File: src/rtl/ram_arb_pkg.sv
// -----------------------------------------------------------------------------
// ram_arb_pkg
// Shared definitions for the ram_arbiter slice: bus widths, FSM state
// encoding and requester port identifiers.
// Optional feature macro used by this slice: ARB_ROUND_ROBIN_EN
// -----------------------------------------------------------------------------
package ram_arb_pkg;

    localparam int ADDR_W = 21;
    localparam int DATA_W = 32;

    typedef enum logic [1:0] {
        ST_DRAIN = 2'd0,
        ST_IDLE  = 2'd1,
        ST_RD    = 2'd2,
        ST_WR    = 2'd3
    } state_t;

    localparam logic PORT_IF  = 1'b0;
    localparam logic PORT_MEM = 1'b1;

endpackage

File: src/rtl/ram_arbiter_grant.sv
// -----------------------------------------------------------------------------
// arb_grant
// Pure combinational grant selector for the two requesters of ram_arbiter.
// A port is eligible when its req is high and its own ack is not high in the
// same cycle. No grant is offered while the driver still shows read_ready or
// write_finished from a previous access.
//
// Ports:
//   i_last_port   : port granted last (only with ARB_ROUND_ROBIN_EN)
//   i_if_req      : instruction-fetch request
//   i_mem_req     : data request
//   i_if_ack      : registered if ack (holdoff)
//   i_mem_ack     : registered mem ack (holdoff)
//   i_drv_busy    : driver still reporting read_ready / write_finished
//   o_grant_valid : a grant may be issued this cycle
//   o_grant_port  : PORT_IF or PORT_MEM
//
// Macro: ARB_ROUND_ROBIN_EN selects round-robin on conflict; otherwise mem
// always beats if.
// -----------------------------------------------------------------------------
module arb_grant
    import ram_arb_pkg::*;
(
`ifdef ARB_ROUND_ROBIN_EN
    input  logic i_last_port,
`endif
    input  logic i_if_req,
    input  logic i_mem_req,
    input  logic i_if_ack,
    input  logic i_mem_ack,
    input  logic i_drv_busy,
    output logic o_grant_valid,
    output logic o_grant_port
);

    logic w_if_ok;
    logic w_mem_ok;

    always_comb begin
        w_if_ok       = i_if_req && !i_if_ack;
        w_mem_ok      = i_mem_req && !i_mem_ack;
        o_grant_valid = !i_drv_busy && (w_if_ok || w_mem_ok);
`ifdef ARB_ROUND_ROBIN_EN
        // On conflict the port that did not win last time goes first.
        if (w_if_ok && w_mem_ok) begin
            o_grant_port = (i_last_port == PORT_MEM) ? PORT_IF : PORT_MEM;
        end else begin
            o_grant_port = w_mem_ok ? PORT_MEM : PORT_IF;
        end
`else
        o_grant_port = w_mem_ok ? PORT_MEM : PORT_IF;
`endif
    end

endmodule

File: src/rtl/ram_arbiter.sv
// -----------------------------------------------------------------------------
// ram_arbiter
// Shares one ram_driver SRAM port between the instruction-fetch port (if_*)
// and the data port (mem_*). One access at a time; address and write data are
// held on the driver for the whole access because the driver does not latch
// them. Every output is registered.
//
// Parameters:
//   RD_WAIT_CYCLES   : read_ready cycles before drv_data_out is captured (1..15)
//   RST_DRAIN_CYCLES : cycles after reset release before the first grant
//
// Ports:
//   clk, rst_n                      : clock, async active-low reset
//   if_req/if_addr/if_rdata/if_ack  : instruction read port
//   mem_req/mem_we/mem_addr/mem_wdata/mem_rdata/mem_ack : data port
//   drv_enable/drv_enable_read/drv_enable_write/drv_addr/drv_data_in : to driver
//   drv_data_out/drv_write_finished/drv_read_ready                  : from driver
//   busy                            : high in any state other than IDLE
//
// Macro: ARB_ROUND_ROBIN_EN adds a last-granted pointer for fair conflicts.
// -----------------------------------------------------------------------------
module ram_arbiter
    import ram_arb_pkg::*;
#(
    parameter int RD_WAIT_CYCLES   = 1,
    parameter int RST_DRAIN_CYCLES = 4
) (
    input  logic              clk,
    input  logic              rst_n,
    input  logic              if_req,
    input  logic [ADDR_W-1:0] if_addr,
    output logic [DATA_W-1:0] if_rdata,
    output logic              if_ack,
    input  logic              mem_req,
    input  logic              mem_we,
    input  logic [ADDR_W-1:0] mem_addr,
    input  logic [DATA_W-1:0] mem_wdata,
    output logic [DATA_W-1:0] mem_rdata,
    output logic              mem_ack,
    output logic              drv_enable,
    output logic              drv_enable_read,
    output logic              drv_enable_write,
    output logic [ADDR_W-1:0] drv_addr,
    output logic [DATA_W-1:0] drv_data_in,
    input  logic [DATA_W-1:0] drv_data_out,
    input  logic              drv_write_finished,
    input  logic              drv_read_ready,
    output logic              busy
);

    localparam logic [3:0] RD_WAIT    = 4'(RD_WAIT_CYCLES);
    localparam logic [7:0] DRAIN_INIT = 8'(RST_DRAIN_CYCLES);

    state_t            r_state, w_next_state;
    logic [7:0]        r_drain_cnt, w_drain_cnt;
    logic [3:0]        r_wait_cnt, w_wait_cnt;
    logic              r_port, w_port;
    logic              r_enable, w_enable;
    logic              r_en_rd, w_en_rd;
    logic              r_en_wr, w_en_wr;
    logic [ADDR_W-1:0] r_addr, w_addr;
    logic [DATA_W-1:0] r_wdata, w_wdata;
    logic              r_if_ack, w_if_ack;
    logic              r_mem_ack, w_mem_ack;
    logic [DATA_W-1:0] r_if_rdata, r_mem_rdata;
    logic              r_busy;
    logic              w_capture;
    logic              w_grant_valid;
    logic              w_grant_port;
    logic              w_grant;

`ifdef ARB_ROUND_ROBIN_EN
    logic              r_last_port;
`endif

    arb_grant u_grant (
`ifdef ARB_ROUND_ROBIN_EN
        .i_last_port   (r_last_port),
`endif
        .i_if_req      (if_req),
        .i_mem_req     (mem_req),
        .i_if_ack      (r_if_ack),
        .i_mem_ack     (r_mem_ack),
        .i_drv_busy    (drv_read_ready || drv_write_finished),
        .o_grant_valid (w_grant_valid),
        .o_grant_port  (w_grant_port)
    );

    assign w_grant = (r_state == ST_IDLE) && w_grant_valid;

    always_comb begin
        // NOTE: every signal gets a default first so no path through the case leaves it unassigned (no latch).
        w_next_state = r_state;
        w_drain_cnt  = r_drain_cnt;
        w_wait_cnt   = r_wait_cnt;
        w_port       = r_port;
        w_enable     = r_enable;
        w_en_rd      = r_en_rd;
        w_en_wr      = 1'b0;
        w_addr       = r_addr;
        w_wdata      = r_wdata;
        w_if_ack     = 1'b0;
        w_mem_ack    = 1'b0;
        w_capture    = 1'b0;
        case (r_state)
            ST_DRAIN: begin
                if (r_drain_cnt != 8'd0) begin
                    w_drain_cnt = r_drain_cnt - 8'd1;
                end
                // Leave on the edge where the counter reaches zero.
                if (r_drain_cnt <= 8'd1 && !drv_read_ready) begin
                    w_next_state = ST_IDLE;
                end
            end
            ST_IDLE: begin
                if (w_grant) begin
                    w_enable = 1'b1;
                    w_port   = w_grant_port;
                    if (w_grant_port == PORT_MEM && mem_we) begin
                        w_en_wr      = 1'b1;
                        w_addr       = mem_addr;
                        w_wdata      = mem_wdata;
                        w_next_state = ST_WR;
                    end else begin
                        w_en_rd      = 1'b1;
                        w_addr       = (w_grant_port == PORT_MEM) ? mem_addr : if_addr;
                        w_wait_cnt   = 4'd0;
                        w_next_state = ST_RD;
                    end
                end
            end
            ST_RD: begin
                if (drv_read_ready) begin
                    w_wait_cnt = r_wait_cnt + 4'd1;
                    if (r_wait_cnt + 4'd1 == RD_WAIT) begin
                        w_capture    = 1'b1;
                        w_if_ack     = (r_port == PORT_IF);
                        w_mem_ack    = (r_port == PORT_MEM);
                        w_enable     = 1'b0;
                        w_en_rd      = 1'b0;
                        w_next_state = ST_IDLE;
                    end
                end
            end
            ST_WR: begin
                // enable_write already dropped by its default; enable, addr, data held.
                if (drv_write_finished) begin
                    w_mem_ack    = 1'b1;
                    w_enable     = 1'b0;
                    w_next_state = ST_IDLE;
                end
            end
            default: w_next_state = ST_IDLE;
        endcase
    end

    always_ff @(posedge clk or negedge rst_n) begin
        if (!rst_n) begin
            r_state     <= ST_DRAIN;
            r_drain_cnt <= DRAIN_INIT;
            r_wait_cnt  <= 4'd0;
            r_port      <= PORT_MEM;
            r_enable    <= 1'b0;
            r_en_rd     <= 1'b0;
            r_en_wr     <= 1'b0;
            r_addr      <= '0;
            r_wdata     <= '0;
            r_if_ack    <= 1'b0;
            r_mem_ack   <= 1'b0;
            r_busy      <= 1'b0;
            // NOTE: rdata registers are plain flops, so they are reset here and written only on their own capture.
            r_if_rdata  <= '0;
            r_mem_rdata <= '0;
        end else begin
            // NOTE: non-blocking assignments so every register samples pre-edge values.
            r_state     <= w_next_state;
            r_drain_cnt <= w_drain_cnt;
            r_wait_cnt  <= w_wait_cnt;
            r_port      <= w_port;
            r_enable    <= w_enable;
            r_en_rd     <= w_en_rd;
            r_en_wr     <= w_en_wr;
            r_addr      <= w_addr;
            r_wdata     <= w_wdata;
            r_if_ack    <= w_if_ack;
            r_mem_ack   <= w_mem_ack;
            r_busy      <= (w_next_state != ST_IDLE);
            if (w_capture && r_port == PORT_IF) begin
                r_if_rdata <= drv_data_out;
            end
            if (w_capture && r_port == PORT_MEM) begin
                r_mem_rdata <= drv_data_out;
            end
        end
    end

`ifdef ARB_ROUND_ROBIN_EN
    always_ff @(posedge clk or negedge rst_n) begin
        if (!rst_n) begin
            r_last_port <= PORT_MEM;
        end else if (w_grant) begin
            r_last_port <= w_grant_port;
        end
    end
`endif

    assign drv_enable       = r_enable;
    assign drv_enable_read  = r_en_rd;
    assign drv_enable_write = r_en_wr;
    assign drv_addr         = r_addr;
    assign drv_data_in      = r_wdata;
    assign if_ack           = r_if_ack;
    assign mem_ack          = r_mem_ack;
    assign if_rdata         = r_if_rdata;
    assign mem_rdata        = r_mem_rdata;
    assign busy             = r_busy;

endmodule

File: config.mk
export PLATFORM = sky130hd
export DESIGN_NAME = ram_arbiter
export DESIGN_NICKNAME = d
export VERILOG_FILES = /design/src/rtl/ram_arb_pkg.sv /design/src/rtl/ram_arbiter_grant.sv /design/src/rtl/ram_arbiter.sv
export SDC_FILE = /design/constraint.sdc
export NUM_CORES = 1
export LEC_CHECK = 0
export ABC_AREA = 1
export CELL_PAD_IN_SITES_DETAIL_PLACEMENT = 1
export CELL_PAD_IN_SITES_GLOBAL_PLACEMENT = 1
export CORE_MARGIN = 4
export CORE_UTILIZATION = 34
export CTS_BUF_LIST = sky130_fd_sc_hd__clkbuf_16
export DETAILED_ROUTE_END_ITERATION = 8
export HOLD_SLACK_MARGIN = 0.08
export PLACE_DENSITY = 0.91
export SLEW_MARGIN = 30
export SYNTH_ARGS = -nofsm -noshare
export SYNTH_HDL_FRONTEND = slang
export SYNTH_SLANG_ARGS = --single-unit
File: constraint.sdc
create_clock -name clk -period 4.5 [get_ports clk]
set_clock_uncertainty 0.05 [all_clocks]
set_input_delay 1.35 -clock clk [delete_from_list [all_inputs] [get_ports clk]]
set_output_delay 1.35 -clock clk [all_outputs]
set_load 0.02 [all_outputs]
### Word level (Yosys, flattened, before mapping)

Cells that the tools add are included.

| word-level totals | value |
|---|---|
| memories | 0 |
| bits in writable memories | 0 |
| word-level logic and storage cells | 87 |
| input port bits | 113 |
| memory bits (read-only) | 0 |
| flip-flop bits (word level) | 138 |
| output and inout port bits | 123 |
| latch bits | 0 |

| cells by class | value |
|---|---|
| bitwise logic cells | 1 |
| add/subtract/negate cells | 2 |
| multipliers | 0 |
| shifts and indexed selects | 0 |
| magnitude comparators | 1 |
| divide/modulo/power cells | 0 |
| reduce and logical (&&, ||, !) cells | 24 |
| muxes and demuxes | 35 |
| eq/ne operators | 10 |

Operators with widths:

| cell | number |
|---|---|
| 21-bit 2-to-1 mux | 2 |
| 1-bit 2-to-1 mux | 20 |
| 4-bit 2-to-1 mux | 3 |
| 2-bit 2-to-1 mux | 5 |
| 2-bit != test, second input constant | 5 |
| 5-bit AND reduction | 2 |
| 8-bit by 1-bit <= comparator with 1-bit output, second input constant | 1 |
| 1-bit logical AND | 8 |
| 2-bit case mux with 4 select lines | 1 |
| 4-bit case mux with 2 select lines | 1 |
| 8-bit nonzero test | 1 |
| 8-bit by 1-bit subtractor with 8-bit output, second input constant | 1 |
| 4-bit by 1-bit adder with 4-bit output, second input constant | 1 |
| 2-bit == test, second input constant | 2 |
| 4-bit by 1-bit == test with 1-bit output, second input constant | 1 |
| 1-bit zero test | 4 |
| 1-bit case mux with 2 select lines | 2 |
| 2-bit AND reduction | 2 |
| 4-bit AND reduction | 1 |
| 1-bit case mux with 3 select lines | 1 |
| 3-bit AND reduction | 1 |
| 3-bit nonzero test | 1 |
| 2-bit by 1-bit == test with 1-bit output, second input constant | 1 |
| 2-bit zero test | 1 |
| 4 further kinds | 5 |

### Logic depth before layout (Yosys ltp)

Gate-level depths: netlist (run 1).

| logic depth | value |
|---|---|
| depth after elaboration | 8 |
| mapped depth | 10 |
| depth with buffers taken out | 10 |

### Modules after synthesis

A second synthesis (run 1) with hierarchy kept.

| second synthesis, totals | value |
|---|---|
| cells, all modules | 608 |
| area, all modules | 6049.6 sq um |

Modules (own cells, without submodules):

| module | sequential area each (sq um) | times used | cells an instance | area each (sq um) |
|---|---|---|---|---|
| ram_arbiter | 3455.8 | 1 | 602 | 6019.5 |
| arb_grant | 0.0 | 1 | 6 | 30.0 |

### Worst setup path before layout (run 1)

No wires, ideal clock.

| path | value |
|---|---|
| kind | input -> register |
| start | input mem_req |
| end | register r_addr[4] (netlist: drv_addr[4]) |
| setup slack | 2.168 ns |
| data arrival time | 2.149 ns |
| library setup time | 0.133 ns |
| data required time | 4.317 ns |
| buffers on the path | 2 |
| stages on the path | 7 |
| cell sequence | nand2_1 nand2_1 nand3_2 buf_4 buf_2 nand2_1 o21ai_1 |

| on the way | value |
|---|---|
| word-level cells in the longest chain between the ends | 5 |
| elaborated cells on any way between the ends | 9 |
| those cells by class | mux (3); reduce/logical (6) |

RTL lines:

| what | line | text |
|---|---|---|
| start: declaration | ram_arbiter.sv:34 | `input logic mem_req,` |
| 1-bit logical AND (*) | ram_arbiter_grant.sv:41 | `w_mem_ok = i_mem_req && !i_mem_ack;` |
| 1-bit logical OR | ram_arbiter_grant.sv:42 | `o_grant_valid = !i_drv_busy && (w_if_ok \|\| w_mem_ok);` |
| 1-bit logical AND | ram_arbiter_grant.sv:42 |  |
| 1-bit logical AND | ram_arbiter.sv:89 | `assign w_grant = (r_state == ST_IDLE) && w_grant_valid;` |
| 2-bit AND reduction (no line) | n/a |  |
| end signal: assignment | ram_arbiter.sv:183 | `r_addr <= w_addr;` |
| end: declaration | ram_arbiter.sv:61 | `logic [ADDR_W-1:0] r_addr, w_addr;` |

Mark *: on every way between the ends. The rest lies on a longest branch, timed or not.
A chain may end at the register's enable or synchronous reset.

### Worst setup path after layout (run 1)

| path | value |
|---|---|
| start | input drv_read_ready |
| end | register r_mem_rdata[12] (netlist: mem_rdata[12]) |

| on the way | value |
|---|---|
| word-level cells in the longest chain between the ends | 3 |

RTL lines:

| what | line | text |
|---|---|---|
| start: declaration | ram_arbiter.sv:47 | `input logic drv_read_ready,` |
| 1-bit 2-to-1 mux | ram_arbiter.sv:133 | `if (drv_read_ready) begin` |
| 1-bit 2-to-1 mux | ram_arbiter.sv:105 | `case (r_state)` |
| 1-bit logical AND | ram_arbiter.sv:191 | `if (w_capture && r_port == PORT_MEM) begin` |
| end signal: assignment | ram_arbiter.sv:192 | `r_mem_rdata <= drv_data_out;` |
| end: declaration | ram_arbiter.sv:65 | `logic [DATA_W-1:0] r_if_rdata, r_mem_rdata;` |

Every way passes these cells.

==> reports/summary.txt, run 1 <==
die area: 19300 um2
Synth Instances: 646
CTS clock-pin slew for the worst setup and hold paths: 0.06 ns
buffers inserted by post-CTS timing repair: 0
chip width: 139 um
pins over their slew limit: 0
endpoints failing setup: 0
Clock Sinks: 138
HP Class: flop to flop
final hold vios: 0
hold_buf cts: 0
Peak VDD IR: 0.280 mV
Synth Flop Type: dfrtp_1
Nets: 996
setup TNS: 0 ns
post-route clock period utilization: 67.2%
Total GRT Usage: 20.0%
Top-Level Pins: 236
commonest non-fill, non-tap cell in the layout: nand2_1
most frequent cells in the layout: 331 x nand2_1, 234 x clkdlybuf4s50_1, 136 x dfrtp_1, 53 x o21ai_1, 21 x mux2i_1
# port buffers: 235
# diodes: 0
CP most frequent cell: nand2_1
CTS tree: built
Slew @ Worst Pin: 0.787 ns
drt wl/cell: 17.4 um
PnR worst setup slack: 1.48 ns
PD cells: 653 nW/um2
CP Cell Sequence: clkdlybuf4s50_1 -> nand2_1 -> nand3b_1 -> nor2_1 -> nand3_1 -> buf_4 -> nand2_1 -> nand2_1
register area share after synthesis: 59.2%
worst path bufs/invs: 2
min Tclk post-route: 3.02 ns
Crit Path Class: input port to flop
Total Wirelength: 19.3 mm
CP max FO: 22
row cnt: 47
clk_lat worst skew: 0.41 ns
CP Data Arrival Time: 3.28 ns
CTS Buf Count: 17
initial antenna violation count: 0
Root Buffer: clkbuf_16
Slew HR: 47.6%
Post-Route Utilization: 53.4%
Die Span Y: 139 um
Synth Cell Area: 5840 um2
core area: 16700 um2
status: complete, no violations
CP endpoint kind: flop
DR pass1 iterations: 4
Layout area overhead: 52.7%
largest net degree at the start of global routing: 85
DP Worst Slack: 1.01 ns
post-synthesis async set-or-reset flop share: 100%
unrepaired setup endpoints after global routing: false
Leakage: 0.00434 uW
flops & latches, synth: 138
max_cap viols: 0
H-tree Lvls: 4
Yosys cell types: 29
PostCTS Resize Cnt: 0
crit-path max cell delay: 0.54 ns
routability congestion estimate: 0.762
EDFF count, synth: 0
DR iter-0 viols: 156
Critical Path Stages: 8
vias in the first global route: 5767
via count: 5279
syn_nets: 763
Synth warnings: 0
Worst Setup Start Kind: input port
first-pass GRT wire length: 30.9 mm
CTS max path bufs: 2
CP Data Required Time: 4.75 ns
Worst R2R Path Depth: 9
GRT overflow: 0
delay-heaviest family, CP: simple AND/OR/NAND/NOR gates
Post-DRT Antenna Nets: 0
layout cells sized above 1: 5.94%
syn avg cell area: 9.04 um2
Filler cells: 1928
via/cell ratio: 4.75
DR DRC count: 0
Starting Density: 35.0%
fmax: 0.331 GHz
HPWL after detailed placement: 13.9 mm
hold depth: 2
slowest CP cell: clkdlybuf4s50_1
## cells in the mapped netlist (4+ instances only)
master	n	area [um2]
buf_2	10	50.1
buf_4	4	30.0
buf_6	4	45.0
clkbuf_1	6	22.5
dfrtp_1	136	3400
ha_1	4	50.1
inv_1	18	67.6
mux2i_1	21	210
nand2_1	331	1240
nand3_1	8	40.0
nand4_1	4	25.0
nor2_1	13	48.8
o21ai_1	53	265
xnor2_1	4	35.0
## area by class of cell
type / instances / area (um2) / share of cell area (%)
clock buffer: 17 / 425 / 4.77
timing repair buffer: 242 / 2420 / 27.1
sequential: 138 / 3460 / 38.8
tap: 220 / 275 / 3.09
clock inverter: 15 / 153 / 1.71
inverter: 21 / 78.8 / 0.884
multi-input combinational: 459 / 2110 / 23.6
## worst min-delay path, stage by stage (launching register included)
cell     delay [ns]
dfrtp_1        0.34
nand2_1        0.05
nand2_1        0.05
## path summary, 6_finish.rpt
kind	start	to	slack (ns)
setup / recovery	drv_read_ready	mem_rdata[12]$_DFFE_PN0P_	1.48
hold / removal	if_rdata[20]$_DFFE_PN0P_	if_rdata[20]$_DFFE_PN0P_	0.43
setup reg to reg	r_wait_cnt[0]$_DFFE_PN0P_	mem_rdata[12]$_DFFE_PN0P_	2.29
hold reg to reg	if_rdata[20]$_DFFE_PN0P_	if_rdata[20]$_DFFE_PN0P_	0.43
max in group asynchronous	rst_n	r_drain_cnt[2]$_DFFE_PN1P_	2.59
min in group asynchronous	rst_n	drv_data_in[18]$_DFFE_PN0P_	0.92
## through the flow
step	power [uW]	hold WS [ns]	std cells	cell area (um2)
finish	5820	0.426	1112	8910
floorplan	3140	0.418	646	5840
global placement	4370	0.411	1080	8340
CTS	5900	0.431	1112	8910
global route	6140	0.450	1112	8910
detailed placement	4480	0.415	1080	8340
## logic make-up (layout without fill, tap and decap cells)
kind of cell	Yosys count	in the layout	synth area share, %
AND/OR/NAND/NOR	369	369	25.6
flip-flops	138	138	59.2
AO/OA/AOI/OAI	58	58	4.97
buffers and inverters	49	295	4.71
multiplexers	21	21	3.60
XOR/XNOR	7	7	1.05
adder cells (fa/ha/maj)	4	4	0.857
## metal layers
layer	part of all wire, %	up-vias	global-route usage, %
met5	0	-	0
met4	4.0	0	9.89
met3	5.4	44	5.00
met2	52	171	35.4
met1	39	2565	22.5
li1	-	2499	-
## registers in the layout, summed over array words and instances, names as in the netlist
| name | cells |
|---|---|
| drv_data_in | 32 |
| if_rdata | 32 |
| mem_rdata | 32 |
| drv_addr | 21 |
| r_drain_cnt | 8 |
| r_wait_cnt | 4 |
| r_state | 2 |
| busy | 1 |
| drv_enable | 1 |
| drv_enable_read | 1 |
| drv_enable_write | 1 |
| if_ack | 1 |
| mem_ack | 1 |
| r_port | 1 |
## report_power, final
| group | internal, uW | leakage, uW | switching, uW |
|---|---|---|---|
| registers | 1720 | 0.00178 | 302 |
| logic | 1100 | 0.00228 | 1330 |
| clock network | 816 | 0.000284 | 552 |
No activity file was read; power rests on OpenSTA's default activity.
==> inputs of run 2 (changes only) <==
--- a/config.mk
+++ b/config.mk
@@ -9,11 +9,11 @@
 export CELL_PAD_IN_SITES_DETAIL_PLACEMENT = 1
 export CELL_PAD_IN_SITES_GLOBAL_PLACEMENT = 1
 export CORE_MARGIN = 4
-export CORE_UTILIZATION = 34
+export CORE_UTILIZATION = 28
 export CTS_BUF_LIST = sky130_fd_sc_hd__clkbuf_16
 export DETAILED_ROUTE_END_ITERATION = 8
 export HOLD_SLACK_MARGIN = 0.08
-export PLACE_DENSITY = 0.91
+export PLACE_DENSITY = 0.81
 export SLEW_MARGIN = 30
 export SYNTH_ARGS = -nofsm -noshare
 export SYNTH_HDL_FRONTEND = slang
==> constraint.sdc (replaced) <==
create_clock -name clk -period 2.49 [get_ports clk]
set_clock_uncertainty 0.05 [all_clocks]
set_input_delay 0.747 -clock clk [delete_from_list [all_inputs] [get_ports clk]]
set_output_delay 0.747 -clock clk [all_outputs]
set_load 0.02 [all_outputs]
==> run 2 against run 1 <==
Against the previous run:
- critical path depth is 7 lower
- clock power is 110% higher
- non-clock buffer count is 10 higher
- final cell count is 5.4% higher
- worst setup slack worse by 1.2 ns
- via count is 1.3% lower
- sequential share of layout area is 1.3 points lower
- die area is 20% higher
==> reports/summary.txt, run 2 (same netlist as run 1, synthesis figures left out) <==
Total GRT Usage: 16.5%
Crit Path Class: flop to output port
routability congestion estimate: 0.783
drt wl/cell: 16.3 um
placed instance area: 8560 um2
Worst Setup Start Kind: flop
HP Class: input port to async pin
Post-DRT Antenna Nets: 0
via count: 5212
CTS max path bufs: 2
Root Buffer: clkbuf_16
initial antenna violation count: 0
chip width: 152 um
CP endpoint kind: output port
Top-Level Pins: 236
CP Cell Sequence: clkdlybuf4s50_1
CP Data Required Time: 1.69 ns
Peak VDD IR: 0.505 mV
status: complete, no violations
layout cells sized above 1: 6.98%
most frequent cells in the layout: 331 x nand2_1, 234 x clkdlybuf4s50_1, 136 x dfrtp_1, 53 x o21ai_1, 21 x mux2i_1
GRT overflow: 0
die area: 23200 um2
Nets: 1006
first-pass GRT wire length: 31.0 mm
Die Span Y: 152 um
core area: 20400 um2
row cnt: 52
worst path bufs/invs: 1
Total Wirelength: 19.1 mm
max_cap viols: 0
CTS clock-pin slew for the worst setup and hold paths: 0.06 ns
Starting Density: 28.7%
Leakage: 0.00447 uW
DR DRC count: 0
Clock Sinks: 138
min Tclk post-route: 2.22 ns
endpoints failing setup: 0
unrepaired setup endpoints after global routing: false
# diodes: 0
CP Data Arrival Time: 1.43 ns
buffers inserted by post-CTS timing repair: 0
hold_buf cts: 0
# port buffers: 235
CTS tree: built
final hold vios: 0
Layout area overhead: 58.1%
fmax: 0.450 GHz
Slew @ Worst Pin: 0.521 ns
DR iter-0 viols: 180
post-route cell area: 9230 um2
DP Worst Slack: -0.0118 ns
PostCTS Resize Cnt: 0
crit-path max cell delay: 0.66 ns
CP max FO: 2
slowest CP cell: clkdlybuf4s50_1
delay-heaviest family, CP: buffers and inverters
via/cell ratio: 4.45
post-route clock period utilization: 89.3%
PD cells: 1180 nW/um2
Post-Route Utilization: 45.3%
H-tree Lvls: 4
largest net degree at the start of global routing: 54
DR pass1 iterations: 4
PnR worst setup slack: 0.268 ns
vias in the first global route: 5732
HPWL after detailed placement: 14.3 mm
pins over their slew limit: 0
CTS Buf Count: 17
Slew HR: 65.3%
commonest non-fill, non-tap cell in the layout: nand2_1
clk_lat worst skew: 0.40 ns
hold_ws: 0.250 ns
## run 2: cell count changes in the layout (fill, tap and decap cells not counted)
cell and change:
inv_8 +1, bufinv_16 +4, clkinv_4 -2, clkinv_2 -1
buf_4 +3, buf_12 +7, clkinvlp_4 -2
## run 2: area by class of cell
type,instances,area (um2)
Multi-Input combinational cell,459,2110
Tap cell,270,338
Sequential cell,138,3460
Fill cell,2326,11100
Inverter,21,78.8
Timing Repair Buffer,252,2580
Clock inverter,15,246
Clock buffer,17,425
## run 2: power breakdown
part / leakage (uW) / switching [uW] / internal (uW)
Clock: 0.000334 / 985 / 1890
Combinational: 0.00236 / 2350 / 2030
Sequential: 0.00178 / 530 / 3110
Total: 0.00447 / 3870 / 7020
## run 2: path summary, 6_finish.rpt
path                                                  start  depth (start not counted)  slack (ns)                        end
worst max-delay path            drv_data_in[31]$_DFFE_PN0P_                          1        0.27            drv_data_in[31]
worst min-delay path                                  rst_n                          1        0.25  mem_rdata[21]$_DFFE_PN0P_
worst max register to register    r_wait_cnt[0]$_DFFE_PN0P_                          9        0.61  mem_rdata[19]$_DFFE_PN0P_
worst min register to register    mem_rdata[29]$_DFFE_PN0P_                          2        0.43  mem_rdata[29]$_DFFE_PN0P_
max in group asynchronous                             rst_n                          2        1.50         r_port$_DFFE_PN1P_
min in group clk                  mem_rdata[29]$_DFFE_PN0P_                          2        0.43  mem_rdata[29]$_DFFE_PN0P_
## run 2: stage by stage
stage | TNS [ns] | std cells | power, uW
floorplan | 0 | 646 | 5680
global placement | 0 | 1140 | 7980
detailed placement | -0.0220 | 1140 | 8120
CTS | 0 | 1172 | 11100
global route | 0 | 1172 | 11600
finish | 0 | 1172 | 10900
## run 2: per-layer routing
| metal | GRT usage (%) | vias up | wire (um) | part of all wire, % |
|---|---|---|---|---|
| met1 | 18.7 | 2548 | 7560 | 40 |
| met4 | 4.92 | 0 | 410 | 2.1 |
| li1 | - | 2503 | - | - |
| met3 | 5.88 | 24 | 1290 | 6.7 |
| met5 | 0 | - | 0 | 0 |
| met2 | 29.2 | 137 | 9870 | 52 |
==> inputs of run 3 (changes only) <==
--- a/config.mk
+++ b/config.mk
@@ -6,6 +6,7 @@
 export NUM_CORES = 1
 export LEC_CHECK = 0
 export ABC_AREA = 1
+export CAP_MARGIN = 20
 export CELL_PAD_IN_SITES_DETAIL_PLACEMENT = 1
 export CELL_PAD_IN_SITES_GLOBAL_PLACEMENT = 1
 export CORE_MARGIN = 4
==> results of run 3 <==
Final layout, timing and power as in run 2 (identical DEF).
